## src/rtl/mips_pkg.sv

```systemverilog
// Shared constants and helpers for the pipelined select mux.
//   DATA_W_DEFAULT : default channel width in bits
//   clog2()        : ceiling log2, used to size the channel select
package mips_pkg;

  localparam int DATA_W_DEFAULT = 32;

  // Returns the number of bits needed to index n items (n >= 2).
  function automatic int clog2(input int n);
    int r;
    int v;
    r = 0;
    v = n - 1;
    while (v > 0) begin
      r = r + 1;
      v = v >> 1;
    end
    return r;
  endfunction

endpackage

```

## src/rtl/skid_buf.sv

```systemverilog
// Two-entry valid/ready buffer: a main register that drives the outputs and a
// skid register that absorbs one beat when the consumer stalls. in_ready is
// a flop (the inverse of the skid valid), so it never depends on out_ready
// in the same cycle.
// Ports:
//   clk, rst_n          : clock, async active-low reset
//   flush               : drop both entries at the next edge
//   in_data/in_valid    : upstream word and its valid
//   in_ready            : buffer can accept this cycle
//   out_data/out_valid  : main entry contents and its valid
//   out_ready           : downstream accepts this cycle
module skid_buf #(
  parameter int W = 33
) (
  input  logic         clk,
  input  logic         rst_n,
  input  logic         flush,
  input  logic [W-1:0] in_data,
  input  logic         in_valid,
  output logic         in_ready,
  output logic [W-1:0] out_data,
  output logic         out_valid,
  input  logic         out_ready
);

  logic [W-1:0] main_d;
  logic [W-1:0] skid_d;
  logic         main_v;
  logic         skid_v;
  logic         rdy_q;
  logic         in_xfer;
  logic         main_free;

  assign in_xfer   = in_valid & rdy_q;
  // Main can take a new word when empty or draining this edge.
  assign main_free = ~main_v | out_ready;

  always_ff @(posedge clk or negedge rst_n) begin
    if (!rst_n) begin
      main_d <= '0;
      skid_d <= '0;
      main_v <= 1'b0;
      skid_v <= 1'b0;
      rdy_q  <= 1'b0;
    end else if (flush) begin
      // Any input offered alongside flush is dropped; a simultaneous output
      // handshake has already completed from the consumer's point of view.
      main_v <= 1'b0;
      skid_v <= 1'b0;
      rdy_q  <= 1'b1;
    end else if (main_free) begin
      if (skid_v) begin
        // rdy_q is low whenever skid is full, so no input competes here.
        main_d <= skid_d;
        main_v <= 1'b1;
        skid_v <= 1'b0;
        rdy_q  <= 1'b1;
      end else begin
        main_v <= in_xfer;
        if (in_xfer) begin
          main_d <= in_data;
        end
        rdy_q <= 1'b1;
      end
    end else if (in_xfer) begin
      skid_d <= in_data;
      skid_v <= 1'b1;
      rdy_q  <= 1'b0;
    end
  end

  assign in_ready  = rdy_q;
  assign out_data  = main_d;
  assign out_valid = main_v;

endmodule

```

## src/rtl/pipe_sel_mux.sv

```systemverilog
// Registered N-way channel select with a valid/ready interface.
// The channel chosen by sel is captured into a two-entry skid buffer; an
// out-of-range sel yields a zero word flagged by out_err.
// Ports:
//   clk, rst_n          : clock, async active-low reset
//   in_data             : N_IN packed channels, channel k at [k*DATA_W +: DATA_W]
//   sel                 : channel index, sampled with in_data
//   in_valid/in_ready   : input handshake
//   flush               : discard all held entries
//   out_data/out_err    : selected word and out-of-range flag
//   out_valid/out_ready : output handshake
module pipe_sel_mux
  import mips_pkg::*;
#(
  parameter  int DATA_W = DATA_W_DEFAULT,
  parameter  int N_IN   = 4,
  localparam int SEL_W  = clog2(N_IN)
) (
  input  logic                   clk,
  input  logic                   rst_n,
  input  logic [N_IN*DATA_W-1:0] in_data,
  input  logic [SEL_W-1:0]       sel,
  input  logic                   in_valid,
  output logic                   in_ready,
  input  logic                   flush,
  output logic [DATA_W-1:0]      out_data,
  output logic                   out_err,
  output logic                   out_valid,
  input  logic                   out_ready
);

  logic [DATA_W-1:0] sel_data;
  logic              sel_err;
  logic [DATA_W:0]   buf_out;

  // Default is the out-of-range result; a matching channel overrides it.
  always_comb begin
    sel_data = '0;
    sel_err  = 1'b1;
    for (int k = 0; k < N_IN; k++) begin
      if (sel == SEL_W'(k)) begin
        sel_data = in_data[k*DATA_W +: DATA_W];
        sel_err  = 1'b0;
      end
    end
  end

  skid_buf #(
    .W (DATA_W + 1)
  ) u_skid_buf (
    .clk       (clk),
    .rst_n     (rst_n),
    .flush     (flush),
    .in_data   ({sel_err, sel_data}),
    .in_valid  (in_valid),
    .in_ready  (in_ready),
    .out_data  (buf_out),
    .out_valid (out_valid),
    .out_ready (out_ready)
  );

  assign out_err  = buf_out[DATA_W];
  assign out_data = buf_out[DATA_W-1:0];

endmodule

```

## config.mk

```make
export PLATFORM = sky130hd
export DESIGN_NAME = pipe_sel_mux
export DESIGN_NICKNAME = d
export VERILOG_FILES = /design/src/rtl/mips_pkg.sv /design/src/rtl/skid_buf.sv /design/src/rtl/pipe_sel_mux.sv
export SDC_FILE = /design/constraint.sdc
export NUM_CORES = 1
export LEC_CHECK = 0
export BUFFER_PORTS_ARGS = -buffer_cell sky130_fd_sc_hd__buf_2
export CAP_MARGIN = 20
export CELL_PAD_IN_SITES_DETAIL_PLACEMENT = 1
export CELL_PAD_IN_SITES_GLOBAL_PLACEMENT = 1
export CORE_ASPECT_RATIO = 1.1
export CORE_MARGIN = 2
export CORE_UTILIZATION = 34
export DETAILED_ROUTE_END_ITERATION = 10
export MAX_ROUTING_LAYER = met4
export PLACE_DENSITY = 0.73
export REMOVE_ABC_BUFFERS = 1
export SKIP_CTS_REPAIR_TIMING = 1
export SLEW_MARGIN = 20
export SYNTH_ARGS = -nofsm -noshare
export SYNTH_HDL_FRONTEND = slang
export SYNTH_SLANG_ARGS = --single-unit
```

## constraint.sdc

```tcl
create_clock -name clk -period 1.6 [get_ports clk]
set_input_delay 0.24 -clock clk [delete_from_list [all_inputs] [get_ports clk]]
set_output_delay 0.24 -clock clk [all_outputs]
set_load 0.01 [all_outputs]
```

# Word level (Yosys, flattened, before mapping)
# Cells that the tools add are included.
# word_totals
ff_bits	69
inputBits	135
output_inout_bits	35
elab_cells	38
# op_classes
eq_ne	3
muxes	19
bitwise_logic	5
n_reduce_logical	6
# ops
op	count
$mux W32	4
$mux W33	2
$mux W1	13
$reduce_and A3 Y1	2
$eq A2 B2 Y1 const B	2
$reduce_bool A2 Y1	2
$not A1 Y1	3
$reduce_bool A3 Y1	1
$eq A2 B1 Y1 const B	1
$logic_not A2 Y1	1
$and A1 B1 Y1	1
$or A1 B1 Y1	1

# Depth between registers and ports, before layout
# Gate-level depths: netlist of run 1.
# logic_depth
depth_word	7
depth_mapped	5
ltp_nobuf	3

# Modules after synthesis
# A second synthesis of run 1 with hierarchy kept.
# unflattened
cells_unflattened	228
hier_area_um2	3965.1
# modules_own_cells
module	n_inst	cells_each	area_per_inst_um2	seq_area_each_um2
skid_buf	1	188	3146.8	1726.7
pipe_sel_mux	1	40	818.3	0.0

# Least setup slack after synthesis of run 1
# OpenSTA, ideal clock, no wires.
# synth_path
path_type	reg2reg
startpoint	register u_skid_buf.main_v, in the netlist u_skid_buf.out_valid
endpoint	register u_skid_buf.skid_d[10]
setup_time_ns	0.125
arrival_time_ns	1.635
setup_slack_ns	-0.160
stages_incl_launch_ff	5
period_less_slack_ns	1.760
path_cell_list	dfrtp_1 -> or3b_2 -> nor2_2 -> buf_4 -> mux2_2
# synth_between
elab_chain_len	4
# synth_lines
item	line	rtl
start: declaration	skid_buf.sv:28	logic main_v;
start signal: assignment	skid_buf.sv:59	main_v <= in_xfer;
$not A1 Y1	skid_buf.sv:36	assign main_free = ~main_v | out_ready;
$or A1 B1 Y1	skid_buf.sv:36	
$not A1 Y1 (no line)	--	
$reduce_and A3 Y1 (no line)	--	
end signal: assignment	skid_buf.sv:66	skid_d <= in_data;
end: declaration	skid_buf.sv:27	logic [W-1:0] skid_d;
# Every way passes these cells.
# A chain may end at the register's enable or synchronous reset.

# Worst setup path in the final report of run 1
# layout_path
startpoint	register u_skid_buf.main_v, in the netlist u_skid_buf.out_valid
endpoint	register u_skid_buf.skid_d[1]
# The elaborated chain is that of the path after synthesis.

==> summary.txt, run 1 <==
Placed design
  – Worst slack, placed: -0.262 ns
  – PortBufs: around 170
  – Dpl hpwl: around 7.6 mm
  – Routability cong.: ~0.74
  – Cell area after placement: around 0.0050 sq mm

Timing
  – RSZ-0062 raised after global routing: true
  – Max-Slew Margin vs Limit: 80.1%
  – Max Freq: ~0.62 GHz
  – Post-Route Skew: between 0.004 and 0.005 ns
  – Endpoints failing setup: 17
  – Tcrit/Tclk final: 101%
  – WHS: roughly 0.21 ns
  – Slew Viols, Final: 0
  – Fin. Hold Viols: 0
  – Final worst slack: -0.0119 ns
  – Worst Tran Pin Value: between 0.2 and 0.3 ns
  – Tmin final: around 1.6 ns

Synthesis
  – Post-synthesis sequential area ratio: roughly 45%
  – Async S/R FF share, synth: 100%
  – Avg Cell Area, Syn: approximately 17 sq um
  – Synth cell types: 22
  – YS warnings: 0
  – Main flop type after synthesis: dfrtp_1
  – Post-synth EDFFs: 0
  – Mapped Area: between 0.003 and 0.004 sq mm
  – Synthesized instance count: between 200 and 250
  – #FFs+latches synth: just under 70

Worst setup path
  – Crit end category: register
  – Critical-path cell list: or3b_4 > nor2_4 > buf_12 > mux2_2
  – CP Data Required Time: between 1.5 and 2 ns
  – Arrival time at the worst endpoint: 1.81 ns
  – Crit-path max FO: 17
  – Critical Path Start Type: register
  – Slowest stage delay, CP: around 0.42 ns
  – CP Class: reg -> reg
  – R2r setup slk: -0.01 ns
  – Slowest cell on crit path: or3b_4

Finish
  – Post-route design area: around 0.0054 sq mm
  – N_diodes: 0
  – Post-layout net count: roughly 550
  – Fillers: between 1,000 and 1,500
  – Syn-to-layout area delta: 40.4%
  – Layout cells sized above 1: 80.3%
  – Final Util: between 40 and 50%

Detailed routing
  – Iteration-0 DRC Markers: 64
  – Antenna Violating Nets Remaining: 0
  – Routed wire length: roughly 10 mm
  – WL per Instance: between 15 and 20 um
  – Pre-antenna DRT Iters: 4
  – Vias per inst: between 4 and 5
  – Routed vias: between 2,000 and 3,000
  – # DRC: 0

Job
  – Max Cap Viol: 0

Run status
  – Status: finished, violations left
  – Failing checks: negative setup slack

Clocking
  – Clock Latency Late Sink: approximately 0.32 ns
  – CTS H-Tree Depth: 3
  – Clk root buf: clkbuf_16
  – CTS tree: built
  – Sink Count: 69
  – Clock slew at reported path FFs: 0.05 ns
  – Total CTS buffers: 9
  – Clock Path Buffers: 2

Floorplanning
  – Starting density of the core: approximately a third
  – I/O Pins: 170
  – Die Y-Extent: approximately 120 um
  – Row Count: 40
  – Die width: about 110 um
  – Die ar.: approximately 0.012 sq mm
  – Core ar.: around 0.011 sq mm

Global route
  – Initial antenna violation count: 0
  – Vias in the first global route: 3,131
  – Grt total ovfl: 0
  – First-pass GRT wire length: between 15 and 20 mm
  – Largest net degree at the start of global routing: 40
  – Total global-route track usage: 17.7%

Worst hold path
  – Worst hold path class: in -> reg

Power and ir drop
  – Power per cell area: ~1100 mW/mm^2
  – Maximum VDD drop: approximately 0.00043 V
  – Total power: between 0.006 and 0.007 W
  – Lkg Pwr: 2.54 nW
## final cells by class
cell class | count | area (sq um) | area share, %
Sequential cell | 69 | 1730 | 31.7
Clock inverter | 6 | 86.3 | 1.59
Tap cell | 147 | 184 | 3.38
Multi-Input combinational cell | 141 | 2040 | 37.4
Timing Repair Buffer | 188 | 1160 | 21.3
Inverter | 2 | 7.51 | 0.138
Clock buffer | 10 | 239 | 4.39
## cell families after synthesis
kind of cell    after synthesis  share of synthesized area, %
mux                         129                          49.7
flops                        69                          44.5
buf+inv                      19                          3.87
simple gates                  9                          1.42
compound gates                3                         0.452
## power by group
group / internal [W] / switching [W] / total (W)
registers: 0.00219 / 0.000237 / 0.00243
logic: 0.000987 / 0.000565 / 0.00155
clock network: 0.00140 / 0.000742 / 0.00215
total: 0.00458 / 0.00154 / 0.00613
## state kept, by name (all words and copies together), names as in the netlist
signal	flops
u_skid_buf.out_data	33
u_skid_buf.out_valid	1
u_skid_buf.in_ready	1
u_skid_buf.skid_v	1
u_skid_buf.skid_d	33
## metal layers
| metal | global-route usage [%] | vias to the layer above | routed length (um) | share of wire [%] |
|---|---|---|---|---|
| li1 | - | 1248 | - | - |
| met2 | 30.8 | 101 | 5410 | 53 |
| met4 | 4.47 | 0 | 45 | 0.44 |
| met1 | 21.4 | 1431 | 4320 | 42 |
| met5 | - | - | 0 | 0 |
| met3 | 3.21 | 4 | 512 | 5.0 |
## layout by cell type (no fill, tap or decap), types with 2 or more instances in the layout
master	count
buf_12	9
buf_2	168
buf_4	7
bufinv_16	2
clkbuf_16	11
clkinv_2	2
dfrtp_1	68
inv_1	2
mux2_2	62
mux2_4	34
mux4_1	2
mux4_2	30
nand2_1	2
nor2b_1	2
## worst max-delay path, delay by kind of cell (launching register included)
| family | cells | cell delay (ns) |
|---|---|---|
| buffers and inverters | 1 | 0.19 |
| DFF | 1 | 0.37 |
| muxes | 1 | 0.35 |
| and+or+nand+nor | 2 | 0.58 |
## stage by stage
stage | TNS, ns | cells
5_1_grt | -1.66 | 563
3_3_place_gp | -9.52 | 543
3_5_place_dp | -11.05 | 543
6_report | -0.0718 | 563
4_1_cts | -4.26 | 559
2_1_floorplan | -89.57 | 212
## synthesized netlist by cell type (2+ instances only)
library cell	instances	area share [%]
buf_2	3	0.39
a21oi_1	2	0.26
dfrtp_1	69	45
mux2_4	29	11
nor2b_1	2	0.32
inv_1	2	0.19
buf_1	3	0.29
buf_4	3	0.58
clkbuf_1	3	0.29
nand2_1	2	0.19
buf_12	3	1.5
mux4_2	30	17
mux4_1	2	1.4
mux2_2	67	19
buf_6	2	0.58
## path summary, 6_finish.rpt
check | startpoint | endpoint | cells past startpoint
setup / recovery | u_skid_buf.out_valid$_DFFE_PN0N_ | u_skid_buf.skid_d[1]$_DFFE_PN0P_ | 4
hold / removal | flush | u_skid_buf.out_valid$_DFFE_PN0N_ | 3
setup reg to reg | u_skid_buf.out_valid$_DFFE_PN0N_ | u_skid_buf.skid_d[1]$_DFFE_PN0P_ | 4
hold reg to reg | u_skid_buf.skid_d[28]$_DFFE_PN0P_ | u_skid_buf.skid_d[28]$_DFFE_PN0P_ | 1
max in group asynchronous | rst_n | u_skid_buf.out_data[9]$_DFFE_PN0P_ | 3
min in group asynchronous | rst_n | u_skid_buf.out_data[11]$_DFFE_PN0P_ | 2
No activity file was read; power rests on OpenSTA's default activity.
==> run 2: changes to the inputs <==
--- a/config.mk
+++ b/config.mk
@@ -9,7 +9,6 @@
 export CAP_MARGIN = 20
 export CELL_PAD_IN_SITES_DETAIL_PLACEMENT = 1
 export CELL_PAD_IN_SITES_GLOBAL_PLACEMENT = 1
-export CORE_ASPECT_RATIO = 1.1
 export CORE_MARGIN = 2
 export CORE_UTILIZATION = 34
 export DETAILED_ROUTE_END_ITERATION = 10
@@ -21,3 +20,4 @@
 export SYNTH_ARGS = -nofsm -noshare
 export SYNTH_HDL_FRONTEND = slang
 export SYNTH_SLANG_ARGS = --single-unit
+export TNS_END_PERCENT = 10
==> run 2 against run 1 <==
  * The run still ends with negative setup slack left
  * Largest power group unchanged
  * Combinational power grew 9%
  * Register-to-register slack is essentially flat
  * Cell count rose by 0.18%
  * Sequential share of layout area fell by 0.86 points
  * Clock-buffer cell count unchanged
  * Die area barely moved
  * Clock power decreased by 18%
  * Wire length up 3.0%
  * Critical path type unchanged
  * Non-clock buffer count up 8
  * Global-route usage down 0.93 points
==> summary.txt, run 2 (synthesis gave the netlist of run 1 again) <==
Worst setup path
  – Arrival time at the worst endpoint: 1.82 ns (about the same)
  – Critical-path cell list: or3b_4 > nor2_4 > buf_12 > clkbuf_16 > mux2_4
  – CP Class: reg -> reg
  – Worst Reg-to-Reg Cells: 5 (+1)
  – Reg-to-Reg End: u_skid_buf.skid_d[26]$_DFFE_PN0P_
  – Slowest cell on crit path: or3b_4
  – Critical Path Start Type: register
  – Slowest stage delay, CP: 0.41 ns (about the same)
  – R2r setup slk: -0.02 ns (about the same)
  – Crit end category: register
  – Crit path from: u_skid_buf.out_valid$_DFFE_PN0N_
  – Crit-path max FO: 7 (-10)
  – R2R Path Start: u_skid_buf.out_valid$_DFFE_PN0N_
  – CP Data Required Time: 1.81 ns (about the same)

Power and ir drop
  – Int Pwr: 0.00432 W (-5.8%)
  – Switching share of total power: 26.6% (+1.4 points)
  – Maximum VDD drop: 0.000396 V (-8.8%)
  – Combinational power share: 28.7% (+3.4 points)
  – Seq pwr share: 41.4% (+1.7 points)
  – P_sw: 0.00157 W (+1.4%)
  – Lkg Pwr: 2.64 nW (+4.1%)
  – Power per cell area: 1050 mW/mm^2 (-6.6%)
  – Clock power share: 29.9% (-5.1 points)

Timing
  – RSZ-0062 raised after global routing: true
  – Endpoints failing setup: 10 (-7)
  – Final worst slack: -0.0168 ns (-0.00484 ns)
  – Setup TNS Final: -0.0507 ns (+0.0211 ns)
  – Fin. Hold Viols: 0 (unchanged)
  – Max Freq: 0.619 GHz (-0.30%)
  – Tcrit/Tclk final: 101% (+0.30 points)
  – Max-Slew Margin vs Limit: 68.3% (-12 points)
  – Slew Viols, Final: 0 (unchanged)
  – Post-Route Skew: 0.00295 ns (-0.00201 ns)
  – Tmin final: 1.62 ns (+0.00484 ns)
  – Worst Tran Pin Value: 0.475 ns (+0.177 ns)

Clocking
  – Sink Count: 69 (unchanged)
  – Clock Latency Late Sink: 0.33 ns (about the same)
  – Clock Path Buffers: 2 (unchanged)
  – Total CTS buffers: 9 (unchanged)
  – CTS tree: built
  – Clk root buf: clkbuf_16
  – CTS H-Tree Depth: 3 (unchanged)
  – Clock slew at reported path FFs: 0.05 ns (about the same)

Floorplanning
  – Core ar.: 0.0110 sq mm (-0.25%)
  – Die width: 111 um (+4.7%)
  – Die Y-Extent: 111 um (-4.5%)
  – Row Count: 38 (-5.0%)
  – I/O Pins: 170 (unchanged)
  – Starting density of the core: 35.3% (+0.088 points)
  – Die ar.: 0.0123 sq mm (about the same)

Global route
  – First-pass GRT wire length: 15.7 mm (-3.1%)
  – Met2 Usage GRT: 27.9% (-2.9 points)
  – Total global-route track usage: 16.8% (-0.93 points)
  – Largest net degree at the start of global routing: 37 (-7.5%)
  – Vias in the first global route: 3,062 (-2.2%)
  – Met3 usage: 4.54% (+1.3 points)
  – GR peak layer: met2
  – GR Util met1: 19.7% (-1.8 points)
  – Initial antenna violation count: 0 (unchanged)
  – Grt total ovfl: 0 (unchanged)

Detailed routing
  – Pre-antenna DRT Iters: 4 (unchanged)
  – Vias per inst: 5.02 (+1.5%)
  – Routed wire length: 10.6 mm (+3.0%)
  – # DRC: 0 (unchanged)
  – Routed vias: 2,831 (+1.7%)
  – Iteration-0 DRC Markers: 59 (-7.8%)
  – WL per Instance: 18.8 um (+2.8%)
  – Antenna Violating Nets Remaining: 0 (unchanged)

Finish
  – Commonest non-fill, non-tap cell in the layout: buf_2
  – Fillers: 1,133 (-3.9%)
  – Layout cells sized above 1: 80.7% (+0.37 points)
  – Final Util: 50.9% (+1.5 points)
  – Syn-to-layout area delta: 44.3%
  – Post-Layout Cell Count: 564 (+0.18%)
  – Post-layout net count: 554 (+1.5%)
  – Post-route design area: 0.00559 sq mm (+2.8%)
  – Most frequent cells in the layout: buf_2 (168), dfrtp_1 (68), mux2_4 (55)
  – N_diodes: 0 (unchanged)

Placed design
  – PortBufs: 169 (unchanged)
  – Routability cong.: 0.702 (-4.5%)
  – Dpl hpwl: 7.46 mm (-1.9%)
  – Worst slack, placed: -0.226 ns (+0.0365 ns)
  – Cell area after placement: 0.00500 sq mm (about the same)
  – Inst Count DP: 535 (-1.5%)

Worst hold path
  – Hold Path Sink: u_skid_buf.out_valid$_DFFE_PN0N_
  – Worst hold start: flush
  – Worst hold path class: in -> reg
  – Hold depth: 3 (unchanged)

Run status
  – Failing checks: negative setup slack
  – Status: finished, violations left

Job
  – Max Cap Viol: 0 (unchanged)
==> run 2: changes by cell type in the layout (fill, tap and decap cells not counted), sizes merged <==
cell      before  now
clkbuf        12   14
clkinvlp       1    0
buf          185  191
bufinv         2    0
clkinv         3    6
==> run 2: layer usage <==
metal | share of wire, % | routed length, um | vias up
met4 | 1.6 | 172 | 0
li1 | - | - | 1264
met3 | 5.4 | 568 | 16
met5 | 0 | 0 | -
met1 | 41 | 4360 | 1439
met2 | 52 | 5500 | 112
==> run 2: layout make-up <==
| type | count | area [sq um] | area share [%] |
|---|---|---|---|
| multi-input combinational | 141 | 2120 | 38.0 |
| sequential | 69 | 1730 | 30.9 |
| timing repair buffer | 196 | 1300 | 23.3 |
| clock buffer | 10 | 229 | 4.09 |
| tap | 140 | 175 | 3.13 |
| clock inverter | 6 | 30.0 | 0.537 |
| inverter | 2 | 7.51 | 0.134 |
==> run 2: worst max path at each step <==
stage	to	slack, ns	cells after the start
detailed placement	u_skid_buf.out_data[2]$_DFFE_PN0P_	-0.23	5
CTS	u_skid_buf.skid_d[22]$_DFFE_PN0P_	-0.11	4
global placement	u_skid_buf.out_data[3]$_DFFE_PN0P_	-0.20	5
global route	u_skid_buf.skid_d[26]$_DFFE_PN0P_	-0.07	5
floorplan	u_skid_buf.out_data[1]$_DFFE_PN0P_	-2.11	3
finish	u_skid_buf.skid_d[26]$_DFFE_PN0P_	-0.02	5
==> run 2: worst max-delay path, delay by kind of cell, from the launching register on <==
family	cells	cell delay, ns
muxes	1	0.30
and+or+nand+nor	2	0.52
DFF	1	0.36
buffers and inverters	2	0.32
==> run 2: power by group through the flow <==
stage	clock network, W	logic, W	registers, W
floorplan	0	0.000796	0.00250
global placement	0	0.00147	0.00242
detailed placement	0	0.00153	0.00245
CTS	0.00182	0.00153	0.00243
global route	0.00189	0.00182	0.00249
finish	0.00176	0.00169	0.00244
==> run 2: through the flow <==
stage | total power [W] | hold WS [ns]
floorplan | 0.00329 | -0.0556
global placement | 0.00389 | 0.224
detailed placement | 0.00398 | 0.233
CTS | 0.00577 | -0.120
global route | 0.00620 | 0.207
finish | 0.00588 | 0.202
==> run 3: changes to the inputs <==
==> constraint.sdc (replaced) <==
create_clock -name clk -period 1.6 [get_ports clk]
set_input_delay 0.4 -clock clk [delete_from_list [all_inputs] [get_ports clk]]
set_output_delay 0.4 -clock clk [all_outputs]
set_load 0.01 [all_outputs]
==> run 3 against run 2 <==
  * The flow still finishes with violations (negative setup slack)
  * Non-clock buffer count decreased by 1
  * Core utilization down 0.25 points
  * Combinational power about the same
  * Global-route usage about the same
  * Clock-buffer cell count rose by 4
  * Register-to-register slack hardly changed
==> summary.txt, run 3 (synthesis gave the netlist of run 1 again) <==
Timing
  – Slew Viols, Final: 0 (unchanged)
  – Setup TNS Final: -0.00413 ns (+0.0466 ns)
  – Endpoints failing setup: 1 (-9)
  – Final worst slack: -0.00413 ns (+0.0126 ns)
  – Fin. Hold Viols: 0 (unchanged)
  – Max Freq: 0.623 GHz (+0.79%)
  – Tcrit/Tclk final: 100% (-0.79 points)
  – Worst Tran Pin Value: 0.392 ns (-0.0829 ns)
  – WHS: 0.0636 ns (-0.138 ns)
  – Max-Slew Margin vs Limit: 73.8% (+5.5 points)
  – Post-Route Skew: 0.00501 ns (+0.00206 ns)
  – RSZ-0062 raised after global routing: true
  – Tmin final: 1.60 ns (-0.0126 ns)

Clocking
  – Clk root buf: clkbuf_16
  – Clock slew at reported path FFs: 0.05 ns (about the same)
  – Total CTS buffers: 9 (unchanged)
  – Sink Count: 69 (unchanged)
  – CTS tree: built
  – CTS H-Tree Depth: 3 (unchanged)
  – Clock Latency Late Sink: 0.32 ns (about the same)
  – Clock Path Buffers: 2 (unchanged)

Worst setup path
  – Slowest stage delay, CP: 0.40 ns (about the same)
  – Crit end category: register
  – Slowest cell on crit path: or3b_4
  – Crit-path max FO: 7 (unchanged)
  – Critical Path Start Type: register
  – CP Class: reg -> reg
  – CP Data Required Time: 1.80 ns (about the same)
  – Critical-path cell list: or3b_4 > nor2_4 > buf_12 > clkbuf_16 > mux2_2
  – Arrival time at the worst endpoint: 1.81 ns (about the same)

Finish
  – Post-Layout Cell Count: 562 (-0.35%)
  – Post-layout net count: 553 (-0.18%)
  – Commonest non-fill, non-tap cell in the layout: buf_2
  – Layout cells sized above 1: 80.8% (+0.15 points)
  – Fillers: 1,145 (+1.1%)
  – Syn-to-layout area delta: 43.6%
  – N_diodes: 0 (unchanged)
  – Most frequent cells in the layout: buf_2 (167), dfrtp_1 (68), mux2_4 (49)
  – Post-route design area: 0.00557 sq mm (-0.49%)

Placed design
  – Cell area after placement: 0.00501 sq mm (+0.20%)
  – PortBufs: 169 (unchanged)
  – Inst Count DP: 538 (+0.56%)
  – Routability cong.: 0.714 (+1.7%)
  – Dpl hpwl: 7.38 mm (-1.0%)

Global route
  – Vias in the first global route: 3,131 (+2.3%)
  – Total global-route track usage: 16.7% (-0.036 points)
  – First-pass GRT wire length: 15.9 mm (+0.97%)
  – Largest net degree at the start of global routing: 70 (+89%)
  – Initial antenna violation count: 0 (unchanged)
  – Grt total ovfl: 0 (unchanged)

Floorplanning
  – I/O Pins: 170 (unchanged)
  – Core ar.: 0.0110 sq mm (unchanged)
  – Die Y-Extent: 111 um (unchanged)
  – Starting density of the core: 35.3% (unchanged)
  – Die width: 111 um (unchanged)
  – Die ar.: 0.0123 sq mm (unchanged)
  – Row Count: 38 (unchanged)

Power and ir drop
  – Power per cell area: 1070 mW/mm^2 (+1.5%)
  – Maximum VDD drop: 0.000591 V (+49%)
  – Total power: 0.00595 W (+1.0%)
  – Lkg Pwr: 2.62 nW (-0.81%)

Detailed routing
  – Vias per inst: 5.01 (-0.14%)
  – Routed vias: 2,817 (-0.49%)
  – Pre-antenna DRT Iters: 4 (unchanged)
  – Routed wire length: 10.7 mm (+1.1%)
  – Iteration-0 DRC Markers: 63 (+6.8%)
  – Antenna Violating Nets Remaining: 0 (unchanged)
  – # DRC: 0 (unchanged)
  – WL per Instance: 19.1 um (+1.4%)

Worst hold path
  – Worst hold path class: in -> async

Run status
  – Failing checks: negative setup slack
  – Status: finished, violations left

Job
  – Max Cap Viol: 0 (unchanged)
## run 3: per-layer routing
layer | vias to the layer above | share of wire (%) | global-route usage [%]
met4 | 0 | 0.77 | 4.42
met1 | 1440 | 41 | 19.6
met2 | 112 | 52 | 28.5
li1 | 1257 | - | -
met5 | - | 0 | -
met3 | 8 | 5.7 | 4.65
## run 3: report_power, final
part / internal (W) / leakage, nW / switching, W / total [W]
sequential: 0.00220 / 0.831 / 0.000248 / 0.00244
combinational: 0.00107 / 1.65 / 0.000592 / 0.00166
clock: 0.00117 / 0.139 / 0.000678 / 0.00184
total: 0.00443 / 2.62 / 0.00152 / 0.00595
## run 3: final cells by class
type | instances | area (sq um) | area share [%]
clock buffers | 14 | 274 | 4.92
clock inverters | 1 | 5.00 | 0.0899
inverters | 2 | 7.51 | 0.135
multi-input cells | 141 | 2090 | 37.5
flip-flops and latches | 69 | 1730 | 31.0
well taps | 140 | 175 | 3.15
repair buffers | 195 | 1290 | 23.1
## run 3: worst paths after layout
check	startpoint	to	slack, ns	cells after the start
setup / recovery	u_skid_buf.out_valid$_DFFE_PN0N_	u_skid_buf.skid_d[7]$_DFFE_PN0P_	-0.004	5
hold / removal	rst_n	u_skid_buf.out_data[16]$_DFFE_PN0P_	0.06	2
setup reg to reg	u_skid_buf.out_valid$_DFFE_PN0N_	u_skid_buf.skid_d[7]$_DFFE_PN0P_	-0.004	5
hold reg to reg	u_skid_buf.skid_d[23]$_DFFE_PN0P_	u_skid_buf.skid_d[23]$_DFFE_PN0P_	0.50	1
max in group asynchronous	rst_n	u_skid_buf.skid_v$_DFFE_PN0P_	1.18	2
min in group clk	flush	u_skid_buf.out_valid$_DFFE_PN0N_	0.38	3
## run 3: per-stage QoR
stage                     utilization, %  setup slack (ns)
after global placement              45.6            -0.354
after global routing                50.7           -0.0469
after CTS                           48.2            -0.111
after detailed placement            45.6            -0.405
final                               50.7          -0.00413
after floorplan                        -             -2.11
## run 3: worst max-delay path: cells and delay by family, from the launching register on
| family | cells | cell delay [ns] |
|---|---|---|
| simple gates | 2 | 0.52 |
| flops | 1 | 0.34 |
| mux | 1 | 0.33 |
| buf+inv | 2 | 0.30 |
